==> src/rtl/pipe_hazard_ctrl.sv <==
// pipe_hazard_ctrl
//   Pipeline sequencing controller for the 5-stage RISC-V core. Resolves
//   data-memory busy, EX redirect (taken branch/jump) and ID load-use hazards,
//   and keeps saturating stall/flush statistics.
//
// Parameters
//   FETCH_LAT : extra cycles IF/ID flush stays asserted after a redirect (0..7)
//   CNT_W     : width of the statistics counters
//
// Ports
//   clk, rst                : clock (rising edge), synchronous active-high reset
//   id_rs1/id_rs2           : source register fields of the ID instruction
//   id_uses_rs1/id_uses_rs2 : ID instruction actually reads rs1/rs2
//   ex_mem_read, ex_rd      : EX instruction is a load, and its destination
//   ex_redirect             : EX resolved a taken branch or jump
//   mem_busy                : data memory not ready, whole pipe freezes
//   cnt_clear               : synchronous clear of the statistics counters
//   pc_write, ifid_write    : PC and IF/ID load enables
//   ifid_flush, idex_flush  : IF/ID loads NOP, ID/EX loads a bubble
//   pipe_hold               : freeze EX/MEM/WB
//   state                   : current FSM state (debug)
//   stall_cnt, flush_cnt    : cycles with pc_write=0, redirects applied
module pipe_hazard_ctrl #(
    parameter int unsigned FETCH_LAT = 1,
    parameter int unsigned CNT_W     = 16
) (
    input  logic             clk,
    input  logic             rst,
    input  logic [4:0]       id_rs1,
    input  logic [4:0]       id_rs2,
    input  logic             id_uses_rs1,
    input  logic             id_uses_rs2,
    input  logic             ex_mem_read,
    input  logic [4:0]       ex_rd,
    input  logic             ex_redirect,
    input  logic             mem_busy,
    input  logic             cnt_clear,
    output logic             pc_write,
    output logic             ifid_write,
    output logic             ifid_flush,
    output logic             idex_flush,
    output logic             pipe_hold,
    output logic [1:0]       state,
    output logic [CNT_W-1:0] stall_cnt,
    output logic [CNT_W-1:0] flush_cnt
);

    typedef enum logic [1:0] {
        RUN   = 2'd0,
        STALL = 2'd1,
        WAIT  = 2'd2,
        FLUSH = 2'd3
    } state_t;

    state_t           state_q, state_d;
    logic             redirect_pend_q, redirect_pend_d;
    logic [2:0]       flush_left_q, flush_left_d;
    logic [CNT_W-1:0] stall_cnt_q, stall_cnt_d;
    logic [CNT_W-1:0] flush_cnt_q, flush_cnt_d;

    logic lu;
    logic rd_req;
    logic flush_inc;

    // A load into x0 never produces a value, so it cannot create a hazard.
    assign lu = ex_mem_read && (ex_rd != 5'd0) &&
                ((id_uses_rs1 && (id_rs1 == ex_rd)) ||
                 (id_uses_rs2 && (id_rs2 == ex_rd)));

    assign rd_req = ex_redirect || redirect_pend_q;

    always_comb begin
        pc_write        = 1'b1;
        ifid_write      = 1'b1;
        ifid_flush      = 1'b0;
        idex_flush      = 1'b0;
        pipe_hold       = 1'b0;
        state_d         = RUN;
        redirect_pend_d = redirect_pend_q;
        flush_left_d    = flush_left_q;
        flush_inc       = 1'b0;

        if (rst) begin
            pc_write   = 1'b0;
            ifid_write = 1'b0;
            ifid_flush = 1'b1;
            idex_flush = 1'b1;
        end else if (mem_busy) begin
            pc_write   = 1'b0;
            ifid_write = 1'b0;
            pipe_hold  = 1'b1;
            if (ex_redirect) begin
                redirect_pend_d = 1'b1;
            end
            state_d = WAIT;
        end else if (rd_req) begin
            // Any load-use seen this cycle belongs to the flushed ID slot.
            ifid_flush      = 1'b1;
            idex_flush      = 1'b1;
            redirect_pend_d = 1'b0;
            flush_inc       = 1'b1;
            flush_left_d    = 3'(FETCH_LAT);
            state_d         = (FETCH_LAT > 0) ? FLUSH : RUN;
        end else if (flush_left_q != 3'd0) begin
            // Keyed on flush_left rather than state so that a flush window
            // interrupted by mem_busy resumes once WAIT is left.
            ifid_flush   = 1'b1;
            flush_left_d = flush_left_q - 3'd1;
            state_d      = (flush_left_q == 3'd1) ? RUN : FLUSH;
        end else if (lu) begin
            pc_write   = 1'b0;
            ifid_write = 1'b0;
            idex_flush = 1'b1;
            state_d    = STALL;
        end
    end

    always_comb begin
        stall_cnt_d = stall_cnt_q;
        flush_cnt_d = flush_cnt_q;
        if (cnt_clear) begin
            stall_cnt_d = '0;
            flush_cnt_d = '0;
        end else begin
            if (!pc_write && (stall_cnt_q != '1)) begin
                stall_cnt_d = stall_cnt_q + CNT_W'(1);
            end
            if (flush_inc && (flush_cnt_q != '1)) begin
                flush_cnt_d = flush_cnt_q + CNT_W'(1);
            end
        end
    end

    always_ff @(posedge clk) begin
        if (rst) begin
            state_q         <= RUN;
            redirect_pend_q <= 1'b0;
            flush_left_q    <= 3'd0;
            stall_cnt_q     <= '0;
            flush_cnt_q     <= '0;
        end else begin
            state_q         <= state_d;
            redirect_pend_q <= redirect_pend_d;
            flush_left_q    <= flush_left_d;
            stall_cnt_q     <= stall_cnt_d;
            flush_cnt_q     <= flush_cnt_d;
        end
    end

    assign state     = state_q;
    assign stall_cnt = stall_cnt_q;
    assign flush_cnt = flush_cnt_q;

endmodule

==> config.mk <==
export PLATFORM = sky130hd
export DESIGN_NAME = pipe_hazard_ctrl
export DESIGN_NICKNAME = d
export VERILOG_FILES = /design/src/rtl/pipe_hazard_ctrl.sv
export SDC_FILE = /design/constraint.sdc
export NUM_CORES = 1
export LEC_CHECK = 0
export CAP_MARGIN = 0
export CORE_UTILIZATION = 47
export DETAILED_ROUTE_END_ITERATION = 10
export PLACE_DENSITY = 0.91
export REMOVE_ABC_BUFFERS = 1
export SYNTH_ARGS = -nofsm -noshare
export SYNTH_HDL_FRONTEND = slang
export SYNTH_SLANG_ARGS = --single-unit
==> constraint.sdc <==
create_clock -name clk -period 2.29 [get_ports clk]
set_input_delay 0.229 -clock clk [delete_from_list [all_inputs] [get_ports clk]]
set_output_delay 0.229 -clock clk [all_outputs]
set_load 0.03 [all_outputs]
-- Word-level counts from Yosys, hierarchy flattened
Cells that the tools add are included.
- register bits: 38
- output and inout port bits: 39
- add/subtract/negate cells: 3
- reduce and logical (&&, ||, !) cells: 17
- multiplexer cells: 29
- bitwise gates (word level): 1
- eq/ne operators: 6
- operator list (cell ; number):
    $add 16x1->16 const B ; 2
    $ne 16x16->1 const B ; 2
    $mux 1 ; 23
    $eq 5x5->1 ; 2
    $mux 2 ; 4
    $logic_and 1x1->1 ; 6
    $mux 3 ; 2
    $reduce_bool 5->1 ; 1
    $reduce_and 2->1 ; 2
    $reduce_bool 2->1 ; 2
    $reduce_or 2->1 ; 2
    $eq 3x1->1 const B ; 1
    $reduce_bool 3->1 ; 1
    $sub 3x1->3 const B ; 1
    $logic_or 1x1->1 ; 2
    $ne 2x2->1 const B ; 1
    $logic_not 1->1 ; 1
    $not 1->1 ; 1

-- Longest topological paths before layout
Gate-level depths: netlist of run 1.
- word-level depth: 11
- depth in mapped cells: 11

-- Least setup slack after synthesis of run 1
OpenSTA, ideal clock, no wires.
- path type: reg2reg
- from: register flush_left_q[0]
- to: register stall_cnt_q[10], in the netlist stall_cnt[10]
- data arrival time: 1.942 ns
- buffers on the path: 1
- data required time: 2.219 ns
- period minus slack after synthesis: 2.013 ns
- stages on the path, launching flop included: 11
- setup time: 0.071 ns
- setup slack: 0.277 ns
- cells stage by stage: dfxtp_1 > inv_1 > ha_1 > nor2b_1 > o311a_1 > nand2_1 > o21ai_2 > inv_2 > buf_6 > or4_1 > a21oi_1
- longest elaborated chain between the ends: 7
- RTL lines (item ; line ; text):
    start: declaration ; 57 ; logic [2:0] flush_left_q, flush_left_d;
    start signal: assignment ; 144 ; flush_left_q <= flush_left_d;
    $reduce_bool 3->1 ; 104 ; end else if (flush_left_q != 3'd0) begin
    $mux 1 ; 104 ;
    $mux 1 ; 96 ; end else if (rd_req) begin
    $mux 1 ; 88 ; end else if (mem_busy) begin
    $mux 1 ; 83 ; if (rst) begin
    $logic_not 1->1 ; 125 ; if (!pc_write && (stall_cnt_q != '1)) begin
    $logic_and 1x1->1 ; 125 ;
    end signal: assignment ; 145 ; stall_cnt_q <= stall_cnt_d;
    end: declaration ; 58 ; logic [CNT_W-1:0] stall_cnt_q, stall_cnt_d;
No other way between the ends.
A chain may end at the register's enable or synchronous reset.

-- Worst setup path after layout of run 1
- from: register flush_left_q[0]
- to: register stall_cnt_q[3], in the netlist stall_cnt[3]
Same word-level chain as after synthesis.

==> impl_results.md, run 1 <==
- Mean number of vias per cell: 5.633
- Synth Area per Inst: 8.253 µm²
- Wire length per cell after detailed routing: 13.83 µm
- Sw Share: 0.2515
- Number of clock buffers inserted by TritonCTS: 5
- Wire length on met1: 2.310 mm
- Starting Density: 0.5014
- Inserted Diodes: 0
- Maximum clock insertion buffer count: 2
- Count of synthesis-stage warnings from yosys: 0
- Highest metal layer used by the detailed router: met4
- Kind of end point of the critical path: register
- Worst skew pair latency: 0.29 ns
- Sort of element at the start of the critical path: register
- Leakage power summed over all cells: 1.020 nW
- Min Clock Period, post-route: 2.171 ns
- Flip-flop and latch count after synthesis: 38
- Largest net degree at the start of global routing: 30
- Worst reg2reg path endpoint: stall_cnt[3]
- CP required: 2.51 ns
- Detailed router's first-iteration violation count: 124
- End of the critical path: stall_cnt[3]
- Area of the core: 4115 µm²
- Count of distinct cell types in the synthesized netlist: 38
- Via count of the first global-routing pass: 1,892
- Largest fanout on the critical path: 14
- Number of instances in the synthesized netlist: 250
- Share of the yosys chip area belonging to registers: 0.3687
- Clock skew: 0.004221 ns
- Crit path kind: reg -> reg
- Main combinational cell family by area after synthesis: simple AND/OR/NAND/NOR gates
- Parity-gate share of the synthesized area counting xor and xnor cells: 0.09339
- Clock network power share: 0.350
- # setup viols final: 0
- Slew of the pin with the lowest slew margin: 0.5664 ns
- Count of antenna-violating nets left after detailed routing: 0
- DPL Wire Length: 3.657 mm
- Power Internal: 1.017 mW
- NumNets Final: 348
- PwrDens: 467.0 nW/µm²
- Cell depth of the worst hold path: 2
- Area fraction in and, or, nand and nor cells after synthesis: 0.2959
- R2r setup slk: 0.12 ns
- Global-route wire length before repair: 8.142 mm
- Worst setup startpoint: flush_left_q[0]
- Max-Slew Margin vs Limit: 0.6224
- Detailed-route via count: 2,090
- Share of synthesized area spent on multiplexers: 0.009703
- Min-Delay Path Class: reg -> reg
- Fraction of layout cells with a size suffix above 1: 0.1184
- Syn Std Cell Area: 2063 µm²
- Detailed-route DRC error count: 0
- Die Y-Extent: 68.26 µm
- Clock transition time at the flip-flop clock pins of the worst setup and hold paths: 0.07 ns
- Post-layout power: 1.359 mW
- All-Layer GR Usage: 0.2325
- Cell row count: 23
- Number of detailed-routing iterations run before antenna repair: 4
- Clock tree from TritonCTS: built
- Final worst hold slack: 0.4921 ns
- Compound-Gate Fraction of Synth Area: 0.1565
- Overflow after GRT: 0
- Gate power share: 0.153
- Crit share post-route: 0.9481
- Final Slew Violations: 0
- Weighted congestion at the end of routability-driven global placement: 0.9109
- Psw: 341.7 µW
- Top-level I/O count: 62
- Worst VDD drop: 0.3253 mV
- Routed met3 length: 202 µm
- Placement Setup Slack: -0.2144 ns
- Final worst setup slack: 0.1188 ns
- Die Width: 68.26 µm
- Antenna violations before repair: 0
- Buffer type at the clock tree root: sky130_fd_sc_hd__clkbuf_8
- Final Hold Fails: 0
- Max-cap check violation count: 0
- Area grow syn2layout: 40.99%
- Die area: 4659 µm²
- Adder and majority gate portion of the synthesized area: 0.03032
- Total of buffers placed on input and output ports: 61
- Reg power frac: 0.497
- Sink count of the clock tree: 38
- Critical path data arrival time: 2.39 ns
- Total Routed Length: 5.131 mm
- H-Tree Level Count: 2
- Critical R2R Launch: flush_left_q[0]
- CTS Hold Buffers Added: 0
- Depth of the worst register-to-register path: 10
- Met2 WL: 2.520 mm
- Result of the run: completed
- Max Clock Freq: 460.6 MHz
- Core occupancy in the finished layout: 0.7069
- Accumulated negative setup slack: 0 ns
## critical path: stages (launching register included)
cell and delay (ns):
sky130_fd_sc_hd__dfxtp_1 0.32, sky130_fd_sc_hd__inv_2 0.08, sky130_fd_sc_hd__ha_4 0.14, sky130_fd_sc_hd__nor2b_4 0.14
sky130_fd_sc_hd__o311a_1 0.18, sky130_fd_sc_hd__buf_4 0.11, sky130_fd_sc_hd__nand2_1 0.08, sky130_fd_sc_hd__o21ai_4 0.17
sky130_fd_sc_hd__bufinv_8 0.22, sky130_fd_sc_hd__or4_1 0.51, sky130_fd_sc_hd__a21oi_1 0.15
## routing by layer
| metal | global-route usage | vias up |
|---|---|---|
| li1 | - | 1062 |
| met1 | 0.2798 | 967 |
| met2 | 0.3934 | 52 |
| met3 | 0.05167 | 9 |
| met4 | 0.09896 | 0 |
| met5 | 0 | - |
## flip-flops by register name, summed over array words and instances (netlist names)
register         count
flush_left_q         3
stall_cnt           16
state                2
redirect_pend_q      1
flush_cnt           16
## worst min path at each step
stage,from,endpoint,slack (ns)
after global placement,stall_cnt[15],stall_cnt[15],0.48
after floorplan,rst,flush_left_q[2],0.30
after detailed placement,stall_cnt[15],stall_cnt[15],0.48
after CTS,stall_cnt[15],stall_cnt[15],0.49
after global routing,stall_cnt[15],stall_cnt[15],0.52
final,stall_cnt[15],stall_cnt[15],0.49
## layout by cell type, fill, tap and decap left out, types with 4 or more instances in the layout
master	count
sky130_fd_sc_hd__clkdlybuf4s50_1	54
sky130_fd_sc_hd__dfxtp_1	38
sky130_fd_sc_hd__nor2_1	26
sky130_fd_sc_hd__a21oi_1	20
sky130_fd_sc_hd__buf_4	17
sky130_fd_sc_hd__xnor2_1	15
sky130_fd_sc_hd__nand4_1	14
sky130_fd_sc_hd__nand3_1	14
sky130_fd_sc_hd__nand2_1	11
sky130_fd_sc_hd__or4_1	10
sky130_fd_sc_hd__o31ai_1	10
sky130_fd_sc_hd__and3_1	9
sky130_fd_sc_hd__o21ai_0	8
sky130_fd_sc_hd__or3_1	7
sky130_fd_sc_hd__xor2_1	7
sky130_fd_sc_hd__clkbuf_8	6
sky130_fd_sc_hd__and2_1	4
sky130_fd_sc_hd__nor3_1	4
sky130_fd_sc_hd__ha_1	4
## cell families (layout without fill, tap and decap cells)
logic type,after synthesis,in the layout
fa+ha+maj,5,5
buf+inv,19,90
simple gates,112,112
xor+xnor,22,22
flops,38,38
mux,2,2
compound gates,52,52
## timing repair
action                     CTS  global route
setup endpoints to repair    5            14
cloned                       1             0
buffers inserted             1             0
resized for setup            8            10
pin swaps                    1             2
## final cells by class
class / instances / area (µm²)
Multi-Input combinational cell: 193 / 1244
Sequential cell: 38 / 760.7
Clock inverter: 1 / 5.005
Tap cell: 50 / 62.56
Inverter: 5 / 32.53
Timing Repair Buffer: 76 / 711.9
Clock buffer: 7 / 86.33
Fill cell: 338 / 1206
Timing Repair inverter: 1 / 6.256
## power by group through the flow
| stage | registers [mW] | logic [mW] | clock network (mW) |
|---|---|---|---|
| floorplan | 0.698 | 0.0842 | 0 |
| global placement | 0.689 | 0.190 | 0 |
| detailed placement | 0.689 | 0.195 | 0 |
| CTS | 0.674 | 0.202 | 0.487 |
| global route | 0.676 | 0.226 | 0.507 |
| finish | 0.675 | 0.208 | 0.475 |
## metrics by stage
stage                     area (µm²)  instances
final                           2909        371
after global placement          2761        361
after floorplan                 1988        236
after CTS                       2885        371
after global routing            2909        371
after detailed placement        2761        361
## Yosys cell counts (all sizes together)
| master | n | share of area |
|---|---|---|
| o21bai | 1 | 0.0036 |
| nand3 | 14 | 0.034 |
| xor2 | 7 | 0.030 |
| nand2 | 11 | 0.020 |
| nor2b | 2 | 0.0061 |
| nor4 | 3 | 0.0091 |
| and3 | 9 | 0.027 |
| a31oi | 1 | 0.0030 |
| and4 | 3 | 0.013 |
| or4 | 11 | 0.040 |
| or2 | 3 | 0.0091 |
| o22ai | 1 | 0.0030 |
| o21a | 2 | 0.0073 |
| buf | 7 | 0.024 |
| ha | 5 | 0.030 |
| xnor2 | 15 | 0.064 |
| o31ai | 10 | 0.036 |
| clkbuf | 7 | 0.013 |
| a21boi | 2 | 0.0073 |
| nor2 | 26 | 0.047 |
| nor3 | 5 | 0.015 |
| o21ai | 9 | 0.024 |
| o31a | 2 | 0.0085 |
| dfxtp | 38 | 0.37 |
| and2 | 4 | 0.012 |
| inv | 5 | 0.0091 |
| o311a | 1 | 0.0049 |
| a21oi | 21 | 0.051 |
| a211oi | 1 | 0.0036 |
| or3 | 7 | 0.021 |
| o22a | 1 | 0.0042 |
| nand4 | 14 | 0.042 |
| mux2i | 2 | 0.0097 |
Power figures use the tool's default switching activity.
==> run 2: changes to the inputs <==
- CORE_MARGIN: unset -> 1.5
- CTS_CLUSTER_SIZE: unset -> 40
- clock period: 2.29 -> 2.15 ns (I/O delays scaled with it)
==> run 2 against run 1 <==
Against the previous run: critical path type unchanged; largest power group is now the clock network; cell count grew 2.4%; via count grew 7.0%; the run now ends with setup timing left; clock skew shrank 0.00073 ns; clock power grew 60%; combinational power grew 24%; sequential power grew 6.7%; critical endpoint is now stall_cnt[14]; worst hold slack gained 0.015 ns; non-clock buffer count grew 9; wire length grew 22%; cell area grew 7.4%; fmax shrank 1.2%; highest routed layer unchanged; sequential share of layout area shrank 1.7 points.
==> impl_results.md, run 2 (same netlist as run 1, synthesis figures left out) <==
- R2r setup slk: -0.05 ns
- Largest incremental delay on the critical path: 0.51 ns
- Max-cap check violation count: 0
- Buffer type at the clock tree root: sky130_fd_sc_hd__clkbuf_8
- Number of detailed-routing iterations run before antenna repair: 4
- Largest net degree at the start of global routing: 30
- Starting Density: 0.5014
- Largest fanout on the critical path: 14
- Fillers: 283
- Worst setup startpoint: flush_left_q[1]
- Die Width: 69.26 µm
- H-Tree Level Count: 2
- DPL Wire Length: 3.877 mm
- Max-Slew Margin vs Limit: 0.5820
- Clock network power share: 0.438
- Clock transition time at the flip-flop clock pins of the worst setup and hold paths: 0.08 ns
- Critical path data arrival time: 2.42 ns
- Weighted congestion at the end of routability-driven global placement: 0.9005
- Unrepaired setup endpoints after global routing: yes
- Reg power frac: 0.414
- Top-level I/O count: 62
- PwrDens: 557.2 nW/µm²
- Crit share post-route: 1.022
- Min-Delay Path Class: reg -> reg
- Worst skew pair latency: 0.30 ns
- Area of the core: 4115 µm²
- Mean number of vias per cell: 5.884
- Critical R2R Launch: flush_left_q[1]
- Category of cells accounting for the largest share of critical-path delay: simple AND/OR/NAND/NOR gates
- Cell row count: 23
- Min Clock Period, post-route: 2.197 ns
- Gate power share: 0.148
- Final Hold Fails: 0
- Worst VDD drop: 0.3866 mV
- Total of buffers placed on input and output ports: 61
- Final Slew Violations: 0
- Placement Setup Slack: -0.3130 ns
- Wire length per cell after detailed routing: 16.44 µm
- Worst reg2reg path endpoint: stall_cnt[14]
- Slew of the pin with the lowest slew margin: 0.6270 ns
- Leakage power summed over all cells: 1.123 nW
- Fraction of layout cells with a size suffix above 1: 0.1939
- Accumulated negative setup slack: -0.1491 ns
- Global-route wire length before repair: 9.604 mm
- Kind of end point of the critical path: register
- Overflow after GRT: 0
- Final worst setup slack: -0.04704 ns
- Inserted Diodes: 0
- Sw Share: 0.2309
- Depth of the worst register-to-register path: 11
- CP required: 2.37 ns
- Post-layout power: 1.740 mW
- End of the critical path: stall_cnt[14]
- Maximum clock insertion buffer count: 2
- Most common cell after layout, fill and taps aside: sky130_fd_sc_hd__clkdlybuf4s50_1
- Die Y-Extent: 69.26 µm
- All-Layer GR Usage: 0.2429
- Via count of the first global-routing pass: 2,126
- Detailed-route DRC error count: 0
- Violated checks: setup timing
- # setup viols final: 5
- Psw: 401.7 µW
- Antenna violations before repair: 0
- Count of antenna-violating nets left after detailed routing: 0
- Power Internal: 1.338 mW
- Worst path cell trace: inv_2 > ha_4 > nor2b_4 > o311a_1 > buf_6 > nand2_4 > o21ai_4 > buf_12 > inv_8 > or4_4 > a21oi_1
- Total Routed Length: 6.248 mm
- Clock skew: 0.003492 ns
- Die area: 4796 µm²
- CTS Hold Buffers Added: 0
- Sink count of the clock tree: 38
- Sort of element at the start of the critical path: register
- Most used cells in the layout excluding fill and tap cells: 52 x sky130_fd_sc_hd__clkdlybuf4s50_1, 36 x sky130_fd_sc_hd__dfxtp_1, 26 x sky130_fd_sc_hd__nor2_1
- Detailed-route via count: 2,236
- Crit path kind: reg -> reg
- Number of clock buffers inserted by TritonCTS: 5
- Area grow syn2layout: 51.36%
- Result of the run: finished with violations
- Max Clock Freq: 455.2 MHz
- Clock tree from TritonCTS: built
- Crit. path cell count: 11
- NumNets Final: 357
- Detailed router's first-iteration violation count: 179
- Slowest library cell on the worst path: sky130_fd_sc_hd__or4_4
- CP Buf/Inv Count: 4
==> run 2: cell count changes in the layout (fill, tap and decap cells not counted), sizes merged <==
cell / before / now
bufinv: 1 / 2
clkdlybuf4s15: 0 / 1
clkbuf: 8 / 6
dlygate4sd2: 3 / 4
buf: 17 / 26
clkdlybuf4s50: 54 / 52
dlymetal6s2s: 1 / 2
clkinv: 1 / 0
inv: 5 / 6
==> run 2: worst min-delay path by stage <==
stage | start | endpoint | slack [ns] | cells after the start
2_1_floorplan | rst | flush_left_q[2] | 0.28 | 1
3_3_place_gp | stall_cnt[9] | stall_cnt[9] | 0.48 | 2
3_5_place_dp | stall_cnt[5] | stall_cnt[5] | 0.49 | 2
4_1_cts | stall_cnt[5] | stall_cnt[5] | 0.50 | 2
5_1_grt | stall_cnt[15] | stall_cnt[15] | 0.54 | 2
6_report | stall_cnt[5] | stall_cnt[5] | 0.51 | 2
==> run 2: layout make-up <==
cell class                      count  area [µm²]  share of cell area
Clock buffer                        6       82.58             0.02644
Sequential cell                    38       763.2              0.2444
Inverter                            5       26.28            0.008413
Tap cell                           50       62.56             0.02003
Multi-Input combinational cell    193        1303              0.4171
Clock inverter                      2       60.06             0.01923
Timing Repair Buffer               85       814.5              0.2608
Timing Repair inverter              1       11.26            0.003606
==> run 2: metrics by stage <==
| step | utilization | cells | area (µm²) | hold slack [ns] |
|---|---|---|---|---|
| CTS | 0.7391 | 378 | 3042 | 0.4969 |
| global placement | 0.6801 | 366 | 2799 | 0.4758 |
| detailed placement | 0.6801 | 366 | 2799 | 0.4868 |
| global route | 0.7589 | 380 | 3123 | 0.5449 |
| finish | 0.7589 | 380 | 3123 | 0.5068 |
| floorplan | - | 236 | 1988 | 0.2841 |
==> run 2: what timing repair did <==
action | in CTS | in global routing
setup buffers | 3 | 2
resized for setup | 26 | 18
pin swaps | 5 | 19
gates cloned | 1 | 0
setup endpoints to repair | 14 | 11
==> run 2: tightest hold or removal path: stages, from the launching register on <==
cell and delay [ns]:
sky130_fd_sc_hd__dfxtp_1 0.34, sky130_fd_sc_hd__o31ai_1 0.07, sky130_fd_sc_hd__a21oi_1 0.06
==> run 2: power groups by stage <==
| stage | Clock [mW] | Combinational [mW] | Sequential [mW] |
|---|---|---|---|
| global placement | 0 | 0.213 | 0.734 |
| finish | 0.762 | 0.258 | 0.720 |
| floorplan | 0 | 0.0896 | 0.744 |
| CTS | 0.761 | 0.242 | 0.719 |
| detailed placement | 0 | 0.219 | 0.734 |
| global route | 0.800 | 0.274 | 0.721 |
==> run 2: layer usage <==
layer  up-vias  global-route usage  part of all wire
met3        14             0.04942             0.041
met2        75              0.4241              0.52
li1       1077                   -                 -
met1      1070              0.2870              0.42
met5         -                   0                 0
met4         0              0.1046             0.020
==> run 3: changes to the inputs <==
- MAX_ROUTING_LAYER: unset -> met4
==> run 3 against run 2 <==
Against the previous run: the run still ends with setup timing left; clock power about the same; worst setup slack improved by 0.00077 ns; clock skew is 0.0015 ns higher; die area unchanged; cell count stayed put; sequential power is essentially flat; critical path type unchanged; largest power group unchanged.
==> impl_results.md, run 3 (same netlist as run 1, synthesis figures left out) <==
- Detailed-route DRC error count: 0
- Maximum clock insertion buffer count: 2
- Unrepaired setup endpoints after global routing: yes
- Slew of the pin with the lowest slew margin: 0.6250 ns
- Top-level I/O count: 62
- Overflow after GRT: 0
- Max-cap check violation count: 0
- Largest net degree at the start of global routing: 30
- Reg power frac: 0.414
- Largest fanout on the critical path: 14
- Most used cells in the layout excluding fill and tap cells: 52 x sky130_fd_sc_hd__clkdlybuf4s50_1, 36 x sky130_fd_sc_hd__dfxtp_1, 26 x sky130_fd_sc_hd__nor2_1
- R2r setup slk: -0.05 ns
- Count of antenna-violating nets left after detailed routing: 0
- Total Routed Length: 6.219 mm
- Die Width: 69.26 µm
- Clock transition time at the flip-flop clock pins of the worst setup and hold paths: 0.08 ns
- Final worst setup slack: -0.04627 ns
- Final Slew Violations: 0
- Mean number of vias per cell: 5.874
- Area grow syn2layout: 51.36%
- Final Hold Fails: 0
- Leakage power summed over all cells: 1.123 nW
- Cell row count: 23
- Wire length per cell after detailed routing: 16.37 µm
- Min-Delay Path Class: reg -> reg
- Via count of the first global-routing pass: 2,122
- Total of buffers placed on input and output ports: 61
- Sink count of the clock tree: 38
- # setup viols final: 6
- Clock network power share: 0.438
- Number of clock buffers inserted by TritonCTS: 5
- Min Clock Period, post-route: 2.196 ns
- Clock skew: 0.005041 ns
- All-Layer GR Usage: 0.2501
- Sort of element at the start of the critical path: register
- CP required: 2.37 ns
- NumNets Final: 357
- Violated checks: setup timing
- Final worst hold slack: 0.5063 ns
- Die area: 4796 µm²
- Inserted Diodes: 0
- Antenna violations before repair: 0
- Buffer type at the clock tree root: sky130_fd_sc_hd__clkbuf_8
- DPL Wire Length: 3.877 mm
- Worst skew pair latency: 0.30 ns
- Power Internal: 1.338 mW
- Detailed router's first-iteration violation count: 182
- Crit path kind: reg -> reg
- Critical path data arrival time: 2.42 ns
- Worst VDD drop: 0.3880 mV
- Area of the core: 4115 µm²
- Clock tree from TritonCTS: built
- Global-route wire length before repair: 9.604 mm
- Accumulated negative setup slack: -0.1550 ns
- Most common cell after layout, fill and taps aside: sky130_fd_sc_hd__clkdlybuf4s50_1
- Weighted congestion at the end of routability-driven global placement: 0.9159
- PwrDens: 557.0 nW/µm²
- Sw Share: 0.2306
- Detailed-route via count: 2,232
- Fraction of layout cells with a size suffix above 1: 0.1939
- Placement Setup Slack: -0.3130 ns
- Max Clock Freq: 455.3 MHz
- Result of the run: finished with violations
- Core occupancy in the finished layout: 0.7589
- CTS Hold Buffers Added: 0
- Die Y-Extent: 69.26 µm
- H-Tree Level Count: 2
- Starting Density: 0.5014
- Psw: 401.2 µW
- Gate power share: 0.148
- Kind of end point of the critical path: register
- Number of detailed-routing iterations run before antenna repair: 4
- Crit share post-route: 1.022
- Max-Slew Margin vs Limit: 0.5833
run 3: stage by stage:
step | instances | power [mW] | instance area [µm²]
after floorplan | 236 | 0.8334 | 1988
after global placement | 366 | 0.9467 | 2799
after detailed placement | 366 | 0.9528 | 2799
after CTS | 378 | 1.723 | 3042
after global routing | 380 | 1.797 | 3123
final | 380 | 1.740 | 3123
run 3: power groups by stage:
stage               clock network [mW]  logic [mW]  registers [mW]
CTS                              0.761       0.242           0.719
finish                           0.762       0.258           0.720
global route                     0.802       0.274           0.721
detailed placement                   0       0.219           0.734
floorplan                            0      0.0896           0.744
global placement                     0       0.213           0.734
run 3: critical path, stage by stage (launching register included):
cell and delay, ns:
sky130_fd_sc_hd__dfxtp_2 0.33, sky130_fd_sc_hd__inv_2 0.08, sky130_fd_sc_hd__ha_4 0.13, sky130_fd_sc_hd__nor2b_4 0.13
sky130_fd_sc_hd__o311a_1 0.21, sky130_fd_sc_hd__buf_6 0.13, sky130_fd_sc_hd__nand2_4 0.06, sky130_fd_sc_hd__o21ai_4 0.19
sky130_fd_sc_hd__buf_12 0.13, sky130_fd_sc_hd__inv_8 0.05, sky130_fd_sc_hd__or4_4 0.50, sky130_fd_sc_hd__a21oi_1 0.16
run 3: path summary, 6_finish.rpt:
check                                      from             to  cells after the start
worst max-delay path            flush_left_q[1]  stall_cnt[14]                     11
worst min-delay path               stall_cnt[5]   stall_cnt[5]                      2
worst max register to register  flush_left_q[1]  stall_cnt[14]                     11
worst min register to register     stall_cnt[5]   stall_cnt[5]                      2
run 3: what timing repair did:
item,in CTS,in global routing
gates cloned,1,0
pin swaps,5,19
gates resized for setup,26,18
endpoints found under the setup margin,14,11
setup buffers,3,2
run 3: routing by layer:
metal / GRT usage / part of all wire
met5: - / 0
met4: 0.1046 / 0.018
met3: 0.04942 / 0.040
met2: 0.4231 / 0.52
met1: 0.2888 / 0.42
run 3: area by class of cell:
class | count | area [µm²]
multi-input combinational | 193 | 1303
fill | 283 | 992.2
timing repair buffer | 85 | 814.5
sequential | 38 | 763.2
clock buffer | 6 | 82.58
tap | 50 | 62.56
clock inverter | 2 | 60.06
inverter | 5 | 26.28
timing repair inverter | 1 | 11.26
